--- src/rtl/fetch_queue.sv ---
// Purpose : in-order decoupling FIFO between the instruction cache and decode (PC + instruction word).
// Latency : 1 cycle push-to-out_valid; 0 cycles with FETCH_QUEUE_BYPASS_EN defined and the queue empty.
// Backpressure: in_ready drops when full (registered, no out_ready path); decode stalls are absorbed.
//
// Ports:
//   clk, rst            clock, synchronous active-high reset
//   flush               discard every buffered entry this cycle (branch redirect)
//   in_valid/in_ready   cache-side handshake carrying in_pc, in_instr
//   out_valid/out_ready decode-side handshake carrying out_pc, out_instr (zero when empty)
//   occupancy           registered entry count
// Optional macro: FETCH_QUEUE_BYPASS_EN -- empty-queue combinational bypass from input to output.
module fetch_queue #(
    parameter int DEPTH      = 4,
    parameter int ADDR_WIDTH = 32,
    parameter int DATA_WIDTH = 32
) (
    input  logic                       clk,
    input  logic                       rst,
    input  logic                       flush,
    input  logic                       in_valid,
    input  logic [ADDR_WIDTH-1:0]      in_pc,
    input  logic [DATA_WIDTH-1:0]      in_instr,
    output logic                       in_ready,
    output logic                       out_valid,
    output logic [ADDR_WIDTH-1:0]      out_pc,
    output logic [DATA_WIDTH-1:0]      out_instr,
    input  logic                       out_ready,
    output logic [$clog2(DEPTH):0]     occupancy
);

    localparam int PW = $clog2(DEPTH);
    localparam int CW = PW + 1;
    localparam logic [CW-1:0] FULL_CNT = CW'(DEPTH);

    logic [ADDR_WIDTH-1:0] pc_mem    [DEPTH];
    logic [DATA_WIDTH-1:0] instr_mem [DEPTH];

    logic [PW-1:0] wr_ptr;
    logic [PW-1:0] rd_ptr;
    logic [CW-1:0] count;

    logic empty;
    logic push;
    logic pop;

    assign empty     = (count == '0);
    assign in_ready  = (count != FULL_CNT);
    assign occupancy = count;

    // Pop only ever takes a stored entry; a bypassed instruction never touches storage.
    assign pop = ~empty & out_ready & ~flush;

`ifdef FETCH_QUEUE_BYPASS_EN
    logic byp;
    assign byp = empty & in_valid & ~flush;
    // A bypassed instruction consumed by decode this cycle is not written.
    assign push = in_valid & in_ready & ~flush & ~(byp & out_ready);
`else
    assign push = in_valid & in_ready & ~flush;
`endif

    always_comb begin
        out_valid = ~empty;
        out_pc    = '0;
        out_instr = '0;
        if (!empty) begin
            out_pc    = pc_mem[rd_ptr];
            out_instr = instr_mem[rd_ptr];
        end
`ifdef FETCH_QUEUE_BYPASS_EN
        if (byp) begin
            out_valid = 1'b1;
            out_pc    = in_pc;
            out_instr = in_instr;
        end
`endif
    end

    // Slot contents carry no reset; validity is tracked entirely by count.
    always_ff @(posedge clk) begin
        if (push) begin
            pc_mem[wr_ptr]    <= in_pc;
            instr_mem[wr_ptr] <= in_instr;
        end
    end

    always_ff @(posedge clk) begin
        if (rst || flush) begin
            wr_ptr <= '0;
            rd_ptr <= '0;
            count  <= '0;
        end else begin
            if (push) begin
                wr_ptr <= wr_ptr + PW'(1);
            end
            if (pop) begin
                rd_ptr <= rd_ptr + PW'(1);
            end
            case ({push, pop})
                2'b10:   count <= count + CW'(1);
                2'b01:   count <= count - CW'(1);
                default: count <= count;
            endcase
        end
    end

endmodule
--- config.mk ---
export PLATFORM = sky130hd
export DESIGN_NAME = fetch_queue
export DESIGN_NICKNAME = d
export VERILOG_FILES = /design/src/rtl/fetch_queue.sv
export SDC_FILE = /design/constraint.sdc
export NUM_CORES = 1
export LEC_CHECK = 0
export BUFFER_PORTS_ARGS = -buffer_cell sky130_fd_sc_hd__buf_2
export CAP_MARGIN = 15
export CORE_MARGIN = 5
export CORE_UTILIZATION = 50
export DETAILED_ROUTE_END_ITERATION = 8
export GPL_ROUTABILITY_DRIVEN = 0
export GPL_TIMING_DRIVEN = 1
export PLACE_DENSITY = 0.77
export SETUP_SLACK_MARGIN = 0.15
export SYNTH_ARGS = -nofsm -noshare
export SYNTH_HDL_FRONTEND = slang
export SYNTH_SLANG_ARGS = --single-unit
--- constraint.sdc ---
create_clock -name clk -period 3.8 [get_ports clk]
set_input_delay 0.76 -clock clk [delete_from_list [all_inputs] [get_ports clk]]
set_output_delay 0.76 -clock clk [all_outputs]
set_load 0.05 [all_outputs]
==> key figures, run 1 <==
Run status
  – Status: finished clean

Clock network
  – Clk slew on worst S/H paths: 0.06 ns
  – CTS tree: yes
  – # resized after CTS: 0
  – Clock Sink Count: 265
  – Clk root buf: clkbuf_16
  – CTS Hold Bufs: 0
  – H-tree depth reported by CTS: 1
  – Clock buffer count from CTS: 27
  – Max clock buf depth: 3
  – Postcts setup bufs: 0
  – Clk_lat worst skew: 0.54 ns

Placement
  – # port buffers: 137
  – Placed Cells: 852
  – DP HPWL: 11400 um

GRT
  – Overall routing resource usage: 15.9%
  – First-pass GRT wire length: 29700 um
  – Initial antenna violation count: 5
  – GRT overflow: 0
  – Vias in the first global route: 5373
  – Maximum number of pins on one net before global-route repair: 66

Synthesis
  – Average cell area after synthesis: 22.3 um2
  – Yosys reg bits: 265
  – Warning count from the yosys run: 0
  – Sequential share of the synthesized area: 76.9%
  – Synth Instances: 460
  – EDFF count, synth: 256
  – Mapped Area: 10200 um2
  – Synth cell types: 29
  – Top_reg_cell synth: edfxtp_1
  – Syn_nets: 535
  – Synth async-reset ratio: 0%

Cells and area
  – Commonest non-fill, non-tap cells in the layout: 256 x edfxtp_1, 137 x buf_2, 64 x and2_1
  – Fillcell total: 1466
  – Layout Nets: 686
  – Area Growth Syn to Fin: 17.4%
  – Non-Filler Instances: 901
  – Antenna diodes: 0
  – Commonest non-fill, non-tap cell in the layout: edfxtp_1
  – Layout cells sized above 1: 40.1%

Power and ir drop
  – Clock network power share: 40.5%
  – Leak: 0.00414 uW
  – NetSw: 1240 uW
  – P_int: 4710 uW
  – Peak VDD IR: 0.379 mV
  – Part of the power in registers: 54.8%
  – Switch share: 20.8%
  – Power per Cell Area: 495 nW/um2
  – Combinational Power Share: 4.7%

Detailed routing
  – Drt pass-1 iters: 4
  – Drc violations: 0
  – WL final: 18700 um
  – Vias per cell: 5.36
  – Via count: 4826
  – Drt wl/cell: 20.8 um
  – Routed Antenna Nets: 0
  – Iteration-0 DRC Markers: 267

STA
  – Relative slew slack: 28.6%
  – Fin crit share: 87.3%
  – Final critical-path required period: 3.32 ns
  – Setup TNS: 0 ns
  – Worst slew pin tran: 1.07 ns
  – Setup repair after global routing missed its margin: no
  – Endpoints failing setup: 0
  – Worst clock skew: 0.0243 ns
  – Maximum clock frequency: 302 MHz
  – Fin. max-slew vios: 0
  – Fin. Hold Viols: 0

Critical path
  – Endpoint type of the worst setup path: output port
  – CP Data Arrival Time: 2.56 ns
  – WS Path Type: register to output port
  – Worst Path Max Fanout: 23
  – Worst R2R Start: occupancy[2]
  – Critical path required time: 3.04 ns
  – Startpoint Class: register

Floorplanning
  – Initial Util: 50.8%
  – Row count: 52
  – Die height: 153 um
  – I/O Pins: 138
  – Die X: 153 um
  – Die ar.: 23400 um2
  – Core Box Area: 20200 um2

Hold path
  – Hold Path Class: primary input to register
  – Hold_sp: in_instr[13]

Flow run
  – Max-cap viol count: 0
[path summary, 6_finish.rpt]
path,end,slack [ns],cells past startpoint
worst max-delay path,out_pc[11],0.48,4
worst min-delay path,instr_mem[0][13],0.44,1
worst max register to register,occupancy[2],1.28,9
worst min register to register,rd_ptr[0],0.54,2
[power groups by stage]
stage	registers, uW	logic, uW	clock network [uW]
5_1_grt	3260	298	2600
6_report	3260	277	2410
2_1_floorplan	3320	170	0
3_3_place_gp	3320	270	0
3_5_place_dp	3320	282	0
4_1_cts	3260	282	2460
[layout make-up]
| class | count | area, um2 | share of cell area, % |
|---|---|---|---|
| timing repair buffer | 145 | 808 | 6.73 |
| clock buffer | 39 | 741 | 6.16 |
| tap | 270 | 338 | 2.81 |
| sequential | 265 | 7880 | 65.5 |
| clock inverter | 10 | 71.3 | 0.594 |
| multi-input combinational | 166 | 2160 | 18.0 |
| inverter | 6 | 22.5 | 0.187 |
[cells in the mapped netlist, types with 5 or more instances]
library cell | number | area, um2
and2_1 | 64 | 400
buf_12 | 6 | 120
buf_2 | 6 | 30.0
clkbuf_1 | 8 | 30.0
dfxtp_1 | 9 | 180
edfxtp_1 | 256 | 7690
ha_1 | 5 | 62.6
inv_1 | 6 | 22.5
mux4_2 | 60 | 1350
nor2_1 | 8 | 30.0
[sequential cells by signal, summed over array words and instances, names as in the netlist, named ones only]
name / count
instr_mem: 128
occupancy: 3
rd_ptr: 2
wr_ptr: 2
pc_mem: 128
[cells by family (layout without fill, tap and decap cells)]
| group | count (synthesis) | count (layout) | share of synthesized area (%) |
|---|---|---|---|
| AND/OR/NAND/NOR | 84 | 84 | 4.97 |
| flip-flops | 265 | 265 | 76.9 |
| multiplexers | 64 | 64 | 14.2 |
| AO/OA/AOI/OAI | 8 | 8 | 0.550 |
| XOR/XNOR | 4 | 4 | 0.342 |
| buffers and inverters | 29 | 200 | 2.25 |
| adder cells (fa/ha/maj) | 6 | 6 | 0.807 |
[metrics by stage]
stage | instance area, um2 | hold slack, ns | power [uW] | setup slack (ns) | util (%)
floorplan | 10200 | 0.485 | 3490 | 0.698 | -
global placement | 11200 | 0.507 | 3590 | 0.987 | 55.6
detailed placement | 11200 | 0.508 | 3600 | 0.951 | 55.6
CTS | 12000 | 0.416 | 6000 | 0.374 | 59.6
global route | 12000 | 0.415 | 6150 | 0.281 | 59.6
finish | 12000 | 0.438 | 5940 | 0.484 | 59.6
[worst max-delay path: stages, from the launching register on]
cell and delay [ns]:
dfxtp_4 0.66, buf_4 0.41, mux4_2 0.55, and2_1 0.18
buf_2 0.22
[per-layer routing]
metal / vias up / GRT usage (%) / part of all wire [%]
met3: 29 / 3.82 / 6.7
met5: - / 0 / 0.26
met2: 148 / 27.1 / 51
li1: 2174 / - / -
met4: 10 / 3.95 / 1.4
met1: 2465 / 20.9 / 41
Power figures use the tool's default switching activity.
==> run 2, diff against run 1 <==
Settings changed: CORE_ASPECT_RATIO set to 0.8, PLACE_DENSITY 0.77 to 0.71, SKIP_CTS_REPAIR_TIMING set to 1.
==> run 2 against run 1 <==
Effect of this change: power rose by 1.7%; non-clock buffer count did not move; worst setup slack got worse by 0.010 ns; critical path depth fell by 1; highest routed layer unchanged; first-iteration DRC count rose by 36%; flip-flop and latch count did not move; global-route usage rose by 1.1 points; clock power rose by 4%; sequential share of layout area barely moved; final cell count fell by 0.78%.
==> key figures, run 2 (synthesized netlist as in run 1, its figures left out) <==
Clock network
  – Max clock buf depth: 3 (unchanged)
  – Clk slew on worst S/H paths: 0.06 ns (about the same)
  – CTS tree: yes
  – Clock Sink Count: 265 (unchanged)
  – Clk root buf: clkbuf_16
  – Clock buffer count from CTS: 26 (-3.7%)
  – Clk_lat worst skew: 0.51 ns (-0.03 ns)
  – H-tree depth reported by CTS: 1 (unchanged)

Critical path
  – Worst Path Max Fanout: 65 (+180%)
  – R2R setup slack: 1.24 ns (-0.04 ns)
  – CP Data Arrival Time: 2.57 ns (about the same)
  – Critical path required time: 3.04 ns (about the same)
  – Startpoint Class: register
  – WS Path Type: register to output port
  – Endpoint type of the worst setup path: output port

Floorplanning
  – Core Box Area: 20000 um2 (-0.98%)
  – Initial Util: 51.3% (+0.50 points)
  – Row count: 46 (-12%)
  – I/O Pins: 138 (unchanged)
  – Die height: 138 um (-9.9%)
  – Die X: 170 um (+11%)
  – Die ar.: 23500 um2 (about the same)

Placement
  – Placed Cells: 846 (-0.70%)
  – # port buffers: 137 (unchanged)
  – DP HPWL: 11900 um (+4.6%)

Power and ir drop
  – Power per Cell Area: 503 nW/um2 (+1.7%)
  – Leak: 0.00416 uW (+0.31%)
  – Pwr Total: 6040 uW (+1.7%)
  – Peak VDD IR: 0.444 mV (+17%)

GRT
  – GRT overflow: 0 (unchanged)
  – Initial antenna violation count: 4 (-1)
  – Vias in the first global route: 5346 (-0.50%)
  – Overall routing resource usage: 17.1% (+1.1 points)
  – First-pass GRT wire length: 30400 um (+2.3%)
  – Maximum number of pins on one net before global-route repair: 66 (unchanged)

STA
  – Fin crit share: 87.5% (+0.26 points)
  – Setup TNS: 0 ns (unchanged)
  – Worst slew pin tran: 1.13 ns (+0.0540 ns)
  – Final critical-path required period: 3.33 ns (+0.0101 ns)
  – Setup repair after global routing missed its margin: no
  – Maximum clock frequency: 301 MHz (-0.30%)
  – Fin. max-slew vios: 0 (unchanged)
  – Endpoints failing setup: 0 (unchanged)
  – Fin. Hold Viols: 0 (unchanged)
  – Relative slew slack: 25.0% (-3.6 points)
  – Hold Slack: 0.457 ns (+0.0194 ns)
  – Worst clock skew: 0.0144 ns (-0.00992 ns)

Detailed routing
  – Via count: 4897 (+1.5%)
  – Top sig layer: met5
  – DRT met1 WL: 7900 um (+3.3%)
  – Drc violations: 0 (unchanged)
  – Drt pass-1 iters: 5 (+1)
  – Iteration-0 DRC Markers: 364 (+36%)
  – Routed wl met3: 1670 um (+33%)
  – WL final: 19800 um (+5.5%)
  – Drt wl/cell: 22.1 um (+6.4%)
  – Routed Antenna Nets: 0 (unchanged)
  – Met2 routed WL: 9940 um (+4.3%)
  – Vias per cell: 5.48 (+2.3%)

Cells and area
  – Area Growth Syn to Fin: 17.4% (about the same)
  – Non-Filler Instances: 894 (-0.78%)
  – Commonest non-fill, non-tap cell in the layout: edfxtp_1
  – Final Core Density: 60.2% (+0.60 points)
  – Commonest non-fill, non-tap cells in the layout: 256 x edfxtp_1, 137 x buf_2, 64 x and2_1
  – Layout cells sized above 1: 40.2% (+0.064 points)
  – Antenna diodes: 0 (unchanged)
  – Layout Nets: 685 (-0.15%)

Hold path
  – Hold Path Class: primary input to register

Run status
  – Status: finished clean

Flow run
  – Max-cap viol count: 0 (unchanged)
run 2: where the power goes:
| part | total, uW | switching, uW | leakage, uW | internal, uW |
|---|---|---|---|---|
| logic | 281 | 185 | 0.00134 | 95.6 |
| clock network | 2500 | 1010 | 0.000421 | 1500 |
| registers | 3260 | 12.4 | 0.00240 | 3250 |
| total | 6040 | 1200 | 0.00416 | 4840 |
run 2: routing by layer:
| metal | up-vias | global-route usage [%] |
|---|---|---|
| met2 | 171 | 29.2 |
| met4 | 8 | 3.02 |
| met1 | 2532 | 22.5 |
| li1 | 2164 | - |
| met3 | 22 | 4.90 |
| met5 | - | 0 |
run 2: final cells by class:
class                           instances  area (um2)
Sequential cell                       265        7880
Clock inverter                         17         156
Tap cell                              264         330
Clock buffer                           31         691
Timing Repair Buffer                  145         783
Inverter                                6        22.5
Multi-Input combinational cell        166        2160
Fill cell                            1428        7950
run 2: path summary, 6_finish.rpt:
kind	startpoint	cells after the start	endpoint
max reg2reg	occupancy[2]	9	occupancy[2]
min reg2reg	rd_ptr[0]	2	rd_ptr[0]
min	in_instr[15]	1	instr_mem[3][15]
max	occupancy[0]	3	out_instr[27]
run 2: critical path, cell delays in order, from the launching register on:
cell	delay (ns)
dfxtp_1	0.47
or3_2	0.93
and2_1	0.34
buf_2	0.30
run 2: per-stage QoR:
stage / setup slack, ns / area [um2]
after global routing: 0.316 / 12000
after CTS: 0.399 / 12000
after floorplan: 0.698 / 10200
final: 0.474 / 12000
after global placement: 0.982 / 11200
after detailed placement: 0.982 / 11200
==> run 3, diff against run 2 <==
Settings changed: CELL_PAD_IN_SITES_DETAIL_PLACEMENT set to 0, CELL_PAD_IN_SITES_GLOBAL_PLACEMENT set to 2, CORE_UTILIZATION 50 to 44, PLACE_DENSITY 0.71 to not set, PLACE_DENSITY_LB_ADDON set to 0.1.
==> run 3 against run 2 <==
Effect of this change: global-route usage down 2.3 points; clock power is 2% higher; clock skew shrank 0.0073 ns; core utilization fell by 6.6 points; routed wire length decreased by 2.1%; combinational power about the same; flip-flop and latch count unchanged; sequential power hardly changed; critical endpoint is now out_instr[15].
==> key figures, run 3 (synthesized netlist as in run 1, its figures left out) <==
Critical path
  – R2R setup slack: 1.33 ns (+0.09 ns)
  – WS Path Type: register to output port
  – Critical path required time: 3.04 ns (about the same)
  – Worst R2R Start: occupancy[2]
  – Endpoint type of the worst setup path: output port
  – CP Data Arrival Time: 2.52 ns (-0.05 ns)
  – Startpoint Class: register
  – Worst Path Max Fanout: 24 (-63%)

Detailed routing
  – WL final: 19400 um (-2.1%)
  – Routed Antenna Nets: 0 (unchanged)
  – Drt pass-1 iters: 4 (-1)
  – Iteration-0 DRC Markers: 248 (-32%)
  – Drc violations: 0 (unchanged)
  – Vias per cell: 5.03 (-8.2%)
  – Drt wl/cell: 20.4 um (-7.6%)
  – Via count: 4760 (-2.8%)

Clock network
  – Clock Sink Count: 265 (unchanged)
  – Clock buffer count from CTS: 27 (+3.8%)
  – Max clock buf depth: 3 (unchanged)
  – H-tree depth reported by CTS: 1 (unchanged)
  – Clk slew on worst S/H paths: 0.06 ns (about the same)
  – CTS tree: yes
  – Clk root buf: clkbuf_16
  – Clk_lat worst skew: 0.52 ns (about the same)

GRT
  – First-pass GRT wire length: 30500 um (+0.34%)
  – GRT overflow: 0 (unchanged)
  – Maximum number of pins on one net before global-route repair: 49 (-26%)
  – Vias in the first global route: 5319 (-0.51%)
  – Initial antenna violation count: 3 (-1)
  – Overall routing resource usage: 14.8% (-2.3 points)

Placement
  – DP HPWL: 11700 um (-1.5%)
  – Placed Area: 11300 um2 (+0.99%)
  – # port buffers: 137 (unchanged)

STA
  – Maximum clock frequency: 305 MHz (+1.4%)
  – Fin crit share: 86.3% (-1.2 points)
  – Worst clock skew: 0.00704 ns (-0.00733 ns)
  – Endpoints failing setup: 0 (unchanged)
  – Setup repair after global routing missed its margin: no
  – Final critical-path required period: 3.28 ns (-0.0460 ns)
  – Fin. Hold Viols: 0 (unchanged)
  – Setup TNS: 0 ns (unchanged)
  – Fin. max-slew vios: 0 (unchanged)
  – Relative slew slack: 57.8% (+33 points)
  – Worst slew pin tran: 0.633 ns (-0.493 ns)

Cells and area
  – Fillcell total: 1823 (+28%)
  – Commonest non-fill, non-tap cell in the layout: edfxtp_1
  – Layout cells sized above 1: 40.8% (+0.59 points)
  – Commonest non-fill, non-tap cells in the layout: 256 x edfxtp_1, 137 x buf_2, 64 x and2_1
  – FF/Latch Area: 7880 um2 (unchanged)
  – Layout Nets: 692 (+1.0%)
  – Area Growth Syn to Fin: 18.7%
  – Finished Cell Area: 12200 um2 (+1.1%)
  – Multi-input logic area: 2160 um2 (unchanged)

Floorplanning
  – Row count: 49 (+6.5%)
  – I/O Pins: 138 (unchanged)
  – Die height: 146 um (+6.1%)
  – Die ar.: 26400 um2 (+13%)
  – Die X: 181 um (+6.2%)
  – Initial Util: 45.1% (-6.1 points)
  – Core Box Area: 22700 um2 (+14%)

Power and ir drop
  – Peak VDD IR: 0.349 mV (-21%)
  – Leak: 0.00418 uW (+0.68%)
  – Power per Cell Area: 500 nW/um2 (-0.49%)

Hold path
  – Hold Path Class: primary input to register
  – Hold_sp: in_pc[11]

Run status
  – Status: finished clean

Flow run
  – Max-cap viol count: 0 (unchanged)
-- run 3: changes by cell type in the layout (fill, tap and decap cells not counted), sizes merged --
cell / previous run / this run
buf: 145 / 151
clkinvlp: 0 / 3
diode: 0 / 3
clkinv: 13 / 12
-- run 3: path summary, 6_finish.rpt --
kind                   end  cells past startpoint
max          out_instr[15]                      4
min          pc_mem[3][11]                      1
max reg2reg   occupancy[2]                      9
min reg2reg       register                      2
-- run 3: metal layers --
| layer | share of wire (%) | track usage (%) | vias up |
|---|---|---|---|
| met5 | 0.067 | 0 | - |
| li1 | - | - | 2181 |
| met4 | 2.2 | 3.93 | 2 |
| met3 | 5.6 | 3.56 | 40 |
| met1 | 43 | 19.4 | 2418 |
| met2 | 50 | 25.0 | 119 |
-- run 3: final cells by class --
class,instances,area share [%]
clock buffers,31,5.68
well taps,306,3.15
repair buffers,151,6.92
multi-input cells,166,17.8
diodes,3,0.0618
flip-flops and latches,265,64.8
clock inverters,19,1.42
inverters,6,0.185
-- run 3: worst max-delay path: stages (launching register included) --
cell	delay, ns
dfxtp_4	0.65
buf_4	0.38
mux4_2	0.56
and2_1	0.19
buf_2	0.21
-- run 3: stage by stage --
step / hold WS [ns] / power (uW) / utilization [%] / setup slack (ns) / std cells
final: 0.452 / 6080 / 53.6 / 0.520 / 947
after CTS: 0.426 / 6160 / 53.5 / 0.433 / 944
after global placement: 0.510 / 3600 / 49.7 / 1.02 / 894
after detailed placement: 0.520 / 3610 / 49.7 / 1.00 / 894
after floorplan: 0.485 / 3490 / - / 0.698 / 460
after global routing: 0.434 / 6310 / 53.6 / 0.347 / 946
-- run 3: power breakdown --
part	switching [uW]	total [uW]	internal, uW
sequential	11.3	3260	3250
combinational	185	282	97.2
clock	1040	2540	1500
total	1230	6080	4850
